--- config.mk ---
export PLATFORM = sky130hd
export DESIGN_NAME = clk_edge_meter
export DESIGN_NICKNAME = d
export VERILOG_FILES = /design/src/rtl/clk_edge_meter.sv
export SDC_FILE = /design/constraint.sdc
export NUM_CORES = 1
export LEC_CHECK = 0
export BUFFER_PORTS_ARGS = -buffer_cell sky130_fd_sc_hd__buf_2
export CAP_MARGIN = 20
export CORE_UTILIZATION = 45
export CTS_CLUSTER_DIAMETER = 30
export CTS_CLUSTER_SIZE = 30
export DETAILED_ROUTE_END_ITERATION = 8
export PLACE_DENSITY_LB_ADDON = 0.12
export RECOVER_POWER = 25
export SYNTH_ARGS = -nofsm -noshare
export SYNTH_HDL_FRONTEND = slang
export SYNTH_SLANG_ARGS = --single-unit
--- constraint.sdc ---
create_clock -name clockin -period 2.85 [get_ports clockin]
set_input_delay 0.285 -clock clockin [delete_from_list [all_inputs] [get_ports clockin]]
set_output_delay 0.285 -clock clockin [all_outputs]
set_load 0.02 [all_outputs]
--- src/rtl/clk_edge_meter.sv ---
// Synchronizes a slow asynchronous clock/strobe into clockin, emits edge ticks,
// and measures its period and high time in clockin cycles with stall detection.
module clk_edge_meter #(
    parameter int unsigned CNT_W       = 16,
    parameter int unsigned SYNC_STAGES = 2
) (
    input  logic             clockin,
    input  logic             reset,
    input  logic             sig_in,
    output logic             rise_tick,
    output logic             fall_tick,
    output logic [CNT_W-1:0] period,
    output logic [CNT_W-1:0] high_cnt,
    output logic             meas_valid,
    output logic             locked,
    output logic             stalled
);

    localparam logic [CNT_W-1:0] CNT_MAX = '1;
    localparam logic [CNT_W-1:0] CNT_ONE = CNT_W'(1);

    typedef enum logic [1:0] {
        IDLE  = 2'd0,
        ARMED = 2'd1,
        RUN   = 2'd2,
        STALL = 2'd3
    } state_t;

    logic [SYNC_STAGES-1:0] sync_q;
    logic                   s;
    logic                   s_d;
    logic [CNT_W-1:0]       run_cnt;
    logic [CNT_W-1:0]       run_nxt;
    logic [CNT_W-1:0]       hi_run;
    logic [CNT_W-1:0]       hi_pend;
    logic                   publish;
    logic                   run_sat;
    state_t                 state_q;
    state_t                 state_nxt;

    // Synchronizer chain plus one delay stage for edge decode
    always_ff @(posedge clockin or posedge reset) begin
        if (reset) begin
            sync_q <= '0;
            s_d    <= 1'b0;
        end else begin
            sync_q <= {sync_q[SYNC_STAGES-2:0], sig_in};
            s_d    <= s;
        end
    end

    assign s         = sync_q[SYNC_STAGES-1];
    assign rise_tick = s & ~s_d;
    assign fall_tick = ~s & s_d;
    assign run_sat   = (run_cnt == CNT_MAX);

    // High-time counter runs independently of the state machine
    always_ff @(posedge clockin or posedge reset) begin
        if (reset) begin
            hi_run  <= '0;
            hi_pend <= '0;
        end else begin
            if (rise_tick) begin
                hi_run <= CNT_ONE;
            end else if (s && (hi_run != CNT_MAX)) begin
                hi_run <= hi_run + CNT_ONE;
            end
            if (fall_tick) begin
                hi_pend <= hi_run;
            end
        end
    end

    always_ff @(posedge clockin or posedge reset) begin
        if (reset) begin
            state_q <= IDLE;
            run_cnt <= '0;
        end else begin
            state_q <= state_nxt;
            run_cnt <= run_nxt;
        end
    end

    // Next state and rise-to-rise counter; a rise always wins over saturation
    always_comb begin
        state_nxt = state_q;
        run_nxt   = run_cnt;
        publish   = 1'b0;
        case (state_q)
            IDLE: begin
                run_nxt = '0;
                if (rise_tick) begin
                    state_nxt = ARMED;
                    run_nxt   = CNT_ONE;
                end
            end
            ARMED, RUN: begin
                if (rise_tick) begin
                    publish   = 1'b1;
                    state_nxt = RUN;
                    run_nxt   = CNT_ONE;
                end else if (run_sat) begin
                    state_nxt = STALL;
                end else begin
                    run_nxt = run_cnt + CNT_ONE;
                end
            end
            STALL: begin
                if (rise_tick) begin
                    state_nxt = ARMED;
                    run_nxt   = CNT_ONE;
                end else if (!run_sat) begin
                    run_nxt = run_cnt + CNT_ONE;
                end
            end
            default: begin
                state_nxt = IDLE;
                run_nxt   = '0;
            end
        endcase
    end

    // Measurement and status outputs move together on the same edge
    always_ff @(posedge clockin or posedge reset) begin
        if (reset) begin
            period     <= '0;
            high_cnt   <= '0;
            meas_valid <= 1'b0;
            locked     <= 1'b0;
            stalled    <= 1'b0;
        end else begin
            meas_valid <= publish;
            locked     <= (state_nxt == RUN);
            stalled    <= (state_nxt == STALL);
            if (publish) begin
                period   <= run_cnt;
                high_cnt <= hi_pend;
            end
        end
    end

endmodule
==> impl_metrics.csv, run 1 <==
group,metric,value,unit
synthesis,synth_top_area_share,57.54,%
critical_path,crit_fanout,12,
cells_and_area,final_cell_mix,"dfrtp_1 (88), mux2_2 (46), buf_2 (39)",
drt,viasPerCell,5.644,
synthesis,synth-edff-count,0,
floorplanning,fp.dieW,94.23,µm
synthesis,syn_nets,328,
floorplanning,floorplan.rows,33,
critical_path,worstSetupEndpointType,"output pin",
synthesis,synth-seq-area-share,57.54,%
critical_path,critPathLaunchType,"flop",
floorplanning,ioPinCount,40,
placement,place_ws,0.8583,ns
drt,drc,0,
placement,dp_hpwl,5031,µm
drt,ant_nets,0,
sta,tightest_slew,2.185,ns
floorplanning,dieArea,0.008878,mm²
cells_and_area,fin_cells,477,
grt,grt.overflow.total,0,
sta,rsz0062_at_grt,"no",
clocking,cts_root_buf,"clkbuf_8",
cells_and_area,nets,373,
synthesis,syn_area,0.003827,mm²
critical_path,critical-path-top-delay-family,"buffers and inverters",
clocking,numClockSinks,88,
drt,via_count,2692,
cells_and_area,drive_gt1_share,31.18,%
power_and_ir_drop,ir_drop,0.0002553,V
power_and_ir_drop,p_leak,2.046,nW
placement,numPortBuffers,39,
sta,final.setup.tns,0,ns
drt,drt_iter0_drc,70,
clocking,cts_buffers,9,
drt,finalWirelength,7482,µm
synthesis,ys_seq_elements,88,
grt,antenna_found_initial,0,
cells_and_area,layout_commonest_cell,"dfrtp_1",
synthesis,synth.distinct_cells,47,
clocking,postCtsResizedCells,0,
run_status,run_status,"complete, but fails checks",
placement,dp_cells,461,
clocking,worstSkewPairLatency,0.36,ns
cells_and_area,area_delta_synth_final,13.27,%
critical_path,crit_type,"reg2out",
critical_path,worst_ep_arrival_time,1.84,ns
floorplanning,fp.dieH,94.23,µm
cells_and_area,diodes,0,
run,drv_cap,1,
sta,drv_slew,50,
floorplanning,start_util,46.58,%
synthesis,synth_top_area_cell,"dfrtp_1",
synthesis,synth_flop_cell,"dfrtp_1",
sta,fin_crit_sh,74.47,%
critical_path,cp.buffers_inverters,2,
synthesis,netlist_instances,322,
clocking,cts_hold_buf,0,
sta,hold_viol,0,
sta,finalClockSkew,0.007506,ns
clocking,cts_setup_buffers,0,
critical_path,worstPathRequired,2.57,ns
grt,grt_pass1_wl,12780,µm
grt,grt.total_usage,19.04,%
synthesis,async_flop_share,100.0,%
sta,setup_viol,0,
clocking,path_clk_slew,0.09,ns
min_path,hp-class,"in2reg",
sta,fmax,0.4712,GHz
run_status,violations,"capacitance limit, slew limit",
floorplanning,core-area,0.008217,mm²
critical_path,slowest_delay,0.50,ns
grt,grt_max_degree,51,
sta,period_minus_slack,2.122,ns
power_and_ir_drop,power.density,627.8,mW/mm²
grt,grt_pass1_vias,2596,
drt,wl_per_cell,15.69,µm
synthesis,avgSynthCellArea,11.89,µm²
clocking,h-tree-depth,3,
placement,routabilityCongestion,0.8318,
clocking,cts_tree,"done",
critical_path,crit_slowest_cell,"dfrtp_1",
drt,firstDrtPassIters,4,
clocking,cts.path.max_buffers,2,
critical_path,path_cells,"nor2b_1 > buf_4 > buf_2",
sta,layout_setup_ws,0.7277,ns
sta,slew_headroom,-46.46,%
synthesis,yosys-top-cells-area,"dfrtp_1 (58%), mux2_2 (14%), a21oi_1 (2.2%), o21ai_0 (2.0%), nand2_1 (1.9%)",
synthesis,synth_warnings,0,
layer usage:
metal  GRT usage (%)  up-vias  part of all wire (%)
met1           24.27     1348                    46
met5               0        -                     0
li1                -     1287                     -
met3           4.288       11                   2.8
met2           30.68       46                    49
met4           8.718        0                   1.8
kinds of logic (layout without fill, tap and decap cells):
logic type	count (synthesis)	count (layout)	share of synthesized area, %
adder cells (fa/ha/maj)	3	3	0.9808
flip-flops	88	88	57.54
AND/OR/NAND/NOR	97	97	14.12
buffers and inverters	24	74	2.942
multiplexers	48	48	14.06
AO/OA/AOI/OAI	62	62	10.36
flip-flops by register name (all words and copies together) (netlist names):
name        count
state_q         2
stalled         1
locked          1
hi_pend        16
period         16
sync_q          2
s_d             1
meas_valid      1
hi_run         16
high_cnt       16
run_cnt        16
cell type report:
type	count	area (µm²)
Tap cell	105	131.4
Sequential cell	88	2202
Clock inverter	4	30.03
Fill cell	750	3881
Timing Repair Buffer	48	275.3
Inverter	10	38.79
Clock buffer	12	145.1
Multi-Input combinational cell	210	1513
synthesized netlist by cell type (all sizes together), types with 5 or more instances:
cell and count:
nand3 12, buf 10, dfrtp 88, nand2 19
or4 5, nor3 11, nand4 8, nor2 10
mux2 46, a31oi 6, o21ai 15, inv 10
or3 9, a21oi 17
worst paths after layout:
kind | slack (ns) | startpoint | cells past startpoint | to
setup / recovery | 0.73 | sync_q[1]$_DFF_PP0_ | 3 | fall_tick
hold reg to reg | 0.36 | sync_q[0]$_DFF_PP0_ | 0 | sync_q[1]$_DFF_PP0_
hold / removal | 0.03 | sig_in | 1 | sync_q[0]$_DFF_PP0_
max in group asynchronous | 1.36 | reset | 2 | high_cnt[7]$_DFFE_PP0P_
setup reg to reg | 0.90 | sync_q[1]$_DFF_PP0_ | 6 | high_cnt[0]$_DFFE_PP0P_
min in group asynchronous | 0.49 | reset | 2 | high_cnt[14]$_DFFE_PP0P_
report_power, final:
group	switching, mW	total [mW]	internal [mW]
Combinational	0.306	0.506	0.200
Sequential	0.0833	1.43	1.35
Clock	0.444	0.785	0.341
Total	0.833	2.72	1.89
through the flow:
stage / hold WS (ns) / util, % / power [mW] / instance area [µm²]
after floorplan: 0.3164 / - / 1.807 / 3827
after global placement: 0.3621 / 50.63 / 1.950 / 4160
after detailed placement: 0.3396 / 50.63 / 1.968 / 4160
after CTS: 0.01167 / 52.76 / 2.760 / 4335
after global routing: 0.001852 / 52.76 / 2.869 / 4335
final: 0.02849 / 52.76 / 2.722 / 4335
(Power assumes the default switching activity.)
==> run 2: changes to the inputs <==
Clock period 2.85 ns to 2 ns, I/O delays scaled along.
==> impl_metrics.csv, run 2 (synthesized netlist as in run 1, its figures left out) <==
group,metric,value,unit
run_status,run_status,"finished clean",
clocking,worstSkewPairLatency,0.35,ns
clocking,cts_tree,"done",
clocking,cts_buffers,9,
sta,drv_slew,0,
power_and_ir_drop,ir_drop,0.0003364,V
sta,rsz0062_at_grt,"no",
cells_and_area,final_cell_mix,"dfrtp_1 (88), mux2_2 (46), clkbuf_1 (31)",
cells_and_area,diodes,0,
clocking,numClockSinks,88,
grt,grt.overflow.total,0,
floorplanning,core-area,0.008217,mm²
sta,hold_ws,0.3534,ns
critical_path,worst_ep_arrival_time,2.10,ns
drt,drt_iter0_drc,91,
grt,grt_pass1_vias,2536,
drt,drc,0,
drt,wl_per_cell,15.11,µm
clocking,path_clk_slew,0.09,ns
critical_path,critical-path-top-delay-family,"simple AND/OR/NAND/NOR gates",
floorplanning,floorplan.rows,33,
cells_and_area,fin_cells,487,
critical_path,worstSetupEndpointType,"flop",
cells_and_area,num-fill-cells,745,
cells_and_area,nets,383,
sta,period_minus_slack,1.823,ns
cells_and_area,final_util,53.46,%
sta,slew_headroom,38.18,%
floorplanning,start_util,46.58,%
drt,firstDrtPassIters,4,
floorplanning,dieArea,0.008878,mm²
min_path,hp-class,"reg2reg",
clocking,h-tree-depth,3,
power_and_ir_drop,power.total,3.914,mW
drt,viasPerCell,5.546,
sta,finalClockSkew,0.008178,ns
critical_path,cp.buffers_inverters,0,
cells_and_area,drive_gt1_share,24.87,%
critical_path,crit_slowest_cell,"or4_1",
clocking,cts_root_buf,"clkbuf_8",
sta,tightest_slew,0.9222,ns
placement,routabilityCongestion,0.8691,
placement,dp_hpwl,5000,µm
drt,finalWirelength,7357,µm
run,drv_cap,0,
sta,setup_viol,0,
placement,dp_cells,469,
sta,hold_viol,0,
critical_path,path_cells,"ha_1 > nand2_1 > o2111ai_1 > or4_1 > a21oi_1",
power_and_ir_drop,power.density,891.0,mW/mm²
cells_and_area,area_delta_synth_final,14.78,%
grt,grt_max_degree,70,
critical_path,r2r_setup_slack,0.18,ns
placement,numPortBuffers,39,
drt,via_count,2701,
floorplanning,fp.dieW,94.23,µm
sta,fmax,0.5486,GHz
cells_and_area,layout_commonest_cell,"dfrtp_1",
clocking,postCtsResizedCells,0,
critical_path,crit_type,"reg2reg",
floorplanning,fp.dieH,94.23,µm
floorplanning,ioPinCount,40,
critical_path,critPathLaunchType,"flop",
critical_path,worstPathRequired,2.28,ns
clocking,cts.path.max_buffers,2,
drt,ant_nets,0,
power_and_ir_drop,p_leak,1.977,nW
sta,fin_crit_sh,91.14,%
critical_path,slowest_delay,0.52,ns
critical_path,crit_fanout,6,
grt,grt.total_usage,18.46,%
grt,grt_pass1_wl,12390,µm
sta,final.setup.tns,0,ns
grt,antenna_found_initial,0,
## run 2: cell types whose count changed in the layout (fill, tap and decap cells not counted), sizes merged
cell	delta
buf	-23
clkbuf	+30
clkinv	+1
clkinvlp	-1
dlygate4sd3	+2
inv	+1
## run 2: power breakdown
part           total, mW  internal, mW  switching (mW)
clock network       1.17         0.526           0.639
registers           2.01          1.92          0.0919
logic              0.738         0.287           0.451
## run 2: per-layer routing
layer  global-route usage (%)  vias up  routed length, µm
li1                         -     1313                  -
met1                    24.24     1339               3372
met2                    29.89       42               3683
met3                    2.913        7                214
met4                    8.462        0                 87
met5                        0        -                  0
## run 2: final cells by class
type	instances	area [µm²]	area share (%)
Multi-Input combinational cell	210	1513	34.43
Clock inverter	5	40.04	0.9114
Clock buffer	11	151.4	3.446
Inverter	10	38.79	0.8829
Sequential cell	88	2202	50.13
Timing Repair Buffer	58	316.6	7.206
Tap cell	105	131.4	2.991
## run 2: what timing repair did
item | CTS | global route
endpoints found under the hold margin | 20 | 0
setup buffers | 0 | 0
hold buffers | 2 | 0
## run 2: final timing paths
path                                        start  depth (start not counted)                  endpoint
min in group asynchronous                   reset                          3      meas_valid$_DFF_PP0_
max reg2reg                run_cnt[0]$_DFFE_PP0P_                          5   run_cnt[15]$_DFFE_PP0P_
min                           sync_q[0]$_DFF_PP0_                          0       sync_q[1]$_DFF_PP0_
max in group asynchronous                   reset                          4  high_cnt[11]$_DFFE_PP0P_
min reg2reg                   sync_q[0]$_DFF_PP0_                          0       sync_q[1]$_DFF_PP0_
max                        run_cnt[0]$_DFFE_PP0P_                          5   run_cnt[15]$_DFFE_PP0P_
## run 2: per-stage QoR
| stage | cell area [µm²] | setup slack [ns] |
|---|---|---|
| finish | 4393 | 0.1771 |
| global placement | 4223 | 0.2260 |
| floorplan | 3831 | 0.2278 |
| global route | 4393 | 0.01606 |
| CTS | 4434 | 0.1710 |
| detailed placement | 4223 | 0.1761 |
==> run 3: changes to the inputs <==
Settings changed: CORE_UTILIZATION 45 to 35.
==> impl_metrics.csv, run 3 (synthesized netlist as in run 1, its figures left out) <==
group,metric,value,unit
critical_path,crit_type,"reg2reg",
floorplanning,dieArea,0.01136,mm²
critical_path,worstPathRequired,2.28,ns
cells_and_area,nets,381,
sta,finalClockSkew,0.01267,ns
drt,ant_nets,0,
floorplanning,floorplan.rows,37,
critical_path,slowest_delay,0.44,ns
floorplanning,fp.dieH,106.6,µm
placement,routabilityCongestion,0.7772,
cells_and_area,layout_commonest_cell,"dfrtp_1",
critical_path,path_cells,"ha_1 > and4_1 > and4bb_2 > or3_1 > a21oi_1",
power_and_ir_drop,switching_share,27.97,%
drt,finalWirelength,7674,µm
placement,dp_cells,498,
grt,grt.total_usage,14.88,%
cells_and_area,diodes,0,
clocking,cts.path.max_buffers,2,
drt,viasPerCell,5.269,
power_and_ir_drop,p_leak,2.121,nW
placement,numPortBuffers,39,
clocking,h-tree-depth,3,
clocking,numClockSinks,88,
cells_and_area,num-fill-cells,1052,
cells_and_area,drive_gt1_share,32.37,%
power_and_ir_drop,power.total,4.212,mW
floorplanning,start_util,36.58,%
drt,via_count,2719,
critical_path,crit_fanout,16,
power_and_ir_drop,power_frac_comb,17.9,%
drt,drt_iter0_drc,101,
sta,final.setup.tns,0,ns
critical_path,critPathLaunchType,"flop",
power_and_ir_drop,ir_drop,0.0003946,V
sta,period_minus_slack,1.865,ns
power_and_ir_drop,switchingPower,1.178,mW
drt,drc,0,
floorplanning,fp.dieW,106.6,µm
sta,layout_setup_ws,0.1347,ns
sta,tightest_slew,1.186,ns
sta,rsz0062_at_grt,"no",
placement,place_ws,0.1423,ns
clocking,worstSkewPairLatency,0.36,ns
run_status,run_status,"finished clean",
cells_and_area,register_area,0.002202,mm²
drt,wl_per_cell,14.87,µm
power_and_ir_drop,clkPwrFrac,34.3,%
cells_and_area,fin_cells,516,
placement,dp_hpwl,5044,µm
power_and_ir_drop,seqPwrFrac,47.8,%
cells_and_area,final_util,43.09,%
critical_path,worst_ep_arrival_time,2.15,ns
min_path,hp-class,"reg2reg",
cells_and_area,final_cell_mix,"dfrtp_1 (88), mux2_2 (46), buf_2 (38)",
critical_path,crit_slowest_cell,"dfrtp_1",
grt,grt_pass1_wl,13210,µm
sta,fin_crit_sh,93.26,%
drt,firstDrtPassIters,4,
clocking,path_clk_slew,0.08,ns
sta,slew_headroom,20.94,%
power_and_ir_drop,internal_power,3.034,mW
floorplanning,core-area,0.01046,mm²
floorplanning,ioPinCount,40,
clocking,cts_root_buf,"clkbuf_8",
cells_and_area,area_delta_synth_final,17.78,%
sta,hold_viol,0,
power_and_ir_drop,power.density,934.4,mW/mm²
sta,fmax,0.5361,GHz
cells_and_area,multiInputGateArea,0.001519,mm²
grt,grt_pass1_vias,2645,
clocking,cts_setup_buffers,0,
grt,antenna_found_initial,0,
sta,drv_slew,0,
sta,setup_viol,0,
grt,grt_max_degree,89,
run,drv_cap,0,
clocking,cts_tree,"done",
grt,grt.overflow.total,0,
critical_path,worstSetupEndpointType,"flop",
clocking,cts_buffers,9,
[run 3: changes by cell type in the layout (fill, tap and decap cells not counted), sizes merged]
cell,previous run,this run
clkbuf,42,15
buf,25,51
bufinv,0,2
clkinv,1,0
clkinvlp,4,3
inv,10,9
[run 3: timing repair]
item	4_1_cts	5_1_grt
gates resized for setup	0	2
endpoints found under the hold margin	80	0
hold buffers	2	0
setup endpoints to repair	0	2
[run 3: through the flow]
step	cell area, µm²	hold WS (ns)
floorplan	3831	0.2314
global placement	4259	0.3128
detailed placement	4259	0.3146
CTS	4519	0.3593
global route	4508	0.3626
finish	4508	0.3553
[run 3: cell type report]
class / instances / area share [%]
Inverter: 10 / 0.9159
Tap cell: 136 / 3.775
Sequential cell: 88 / 48.85
Clock inverter: 4 / 1.665
Timing Repair Buffer: 56 / 7.438
Clock buffer: 12 / 3.664
Multi-Input combinational cell: 210 / 33.69
[run 3: worst max-delay path, delay by kind of cell, from the launching register on]
kind | cells | cell delay, ns
flip-flops | 1 | 0.44
AND/OR/NAND/NOR | 3 | 0.95
adder cells (fa/ha/maj) | 1 | 0.25
AO/OA/AOI/OAI | 1 | 0.15
[run 3: power by group through the flow]
stage	sequential (mW)	combinational, mW	clock, mW
2_1_floorplan	2.12	0.455	0
3_3_place_gp	2.05	0.770	0
3_5_place_dp	2.06	0.772	0
4_1_cts	2.02	0.778	1.49
5_1_grt	2.04	0.836	1.55
6_report	2.01	0.755	1.44
[run 3: per-layer routing]
metal	routed length [µm]	up-vias	global-route usage (%)
li1	-	1309	-
met1	3640	1362	20.47
met2	3691	36	22.95
met3	205	12	2.736
met4	136	0	6.458
met5	0	-	0
[run 3: worst paths after layout]
path / from / end / slack (ns) / cells past startpoint
min in group asynchronous: reset / hi_pend[3]$_DFFE_PP0P_ / 0.83 / 4
worst min register to register: sync_q[0]$_DFF_PP0_ / sync_q[1]$_DFF_PP0_ / 0.36 / 0
worst min-delay path: sync_q[0]$_DFF_PP0_ / sync_q[1]$_DFF_PP0_ / 0.36 / 0
worst max-delay path: hi_run[0]$_DFFE_PP0P_ / hi_run[6]$_DFFE_PP0P_ / 0.13 / 5
max in group asynchronous: reset / stalled$_DFF_PP0_ / 0.44 / 4
worst max register to register: hi_run[0]$_DFFE_PP0P_ / hi_run[6]$_DFFE_PP0P_ / 0.13 / 5
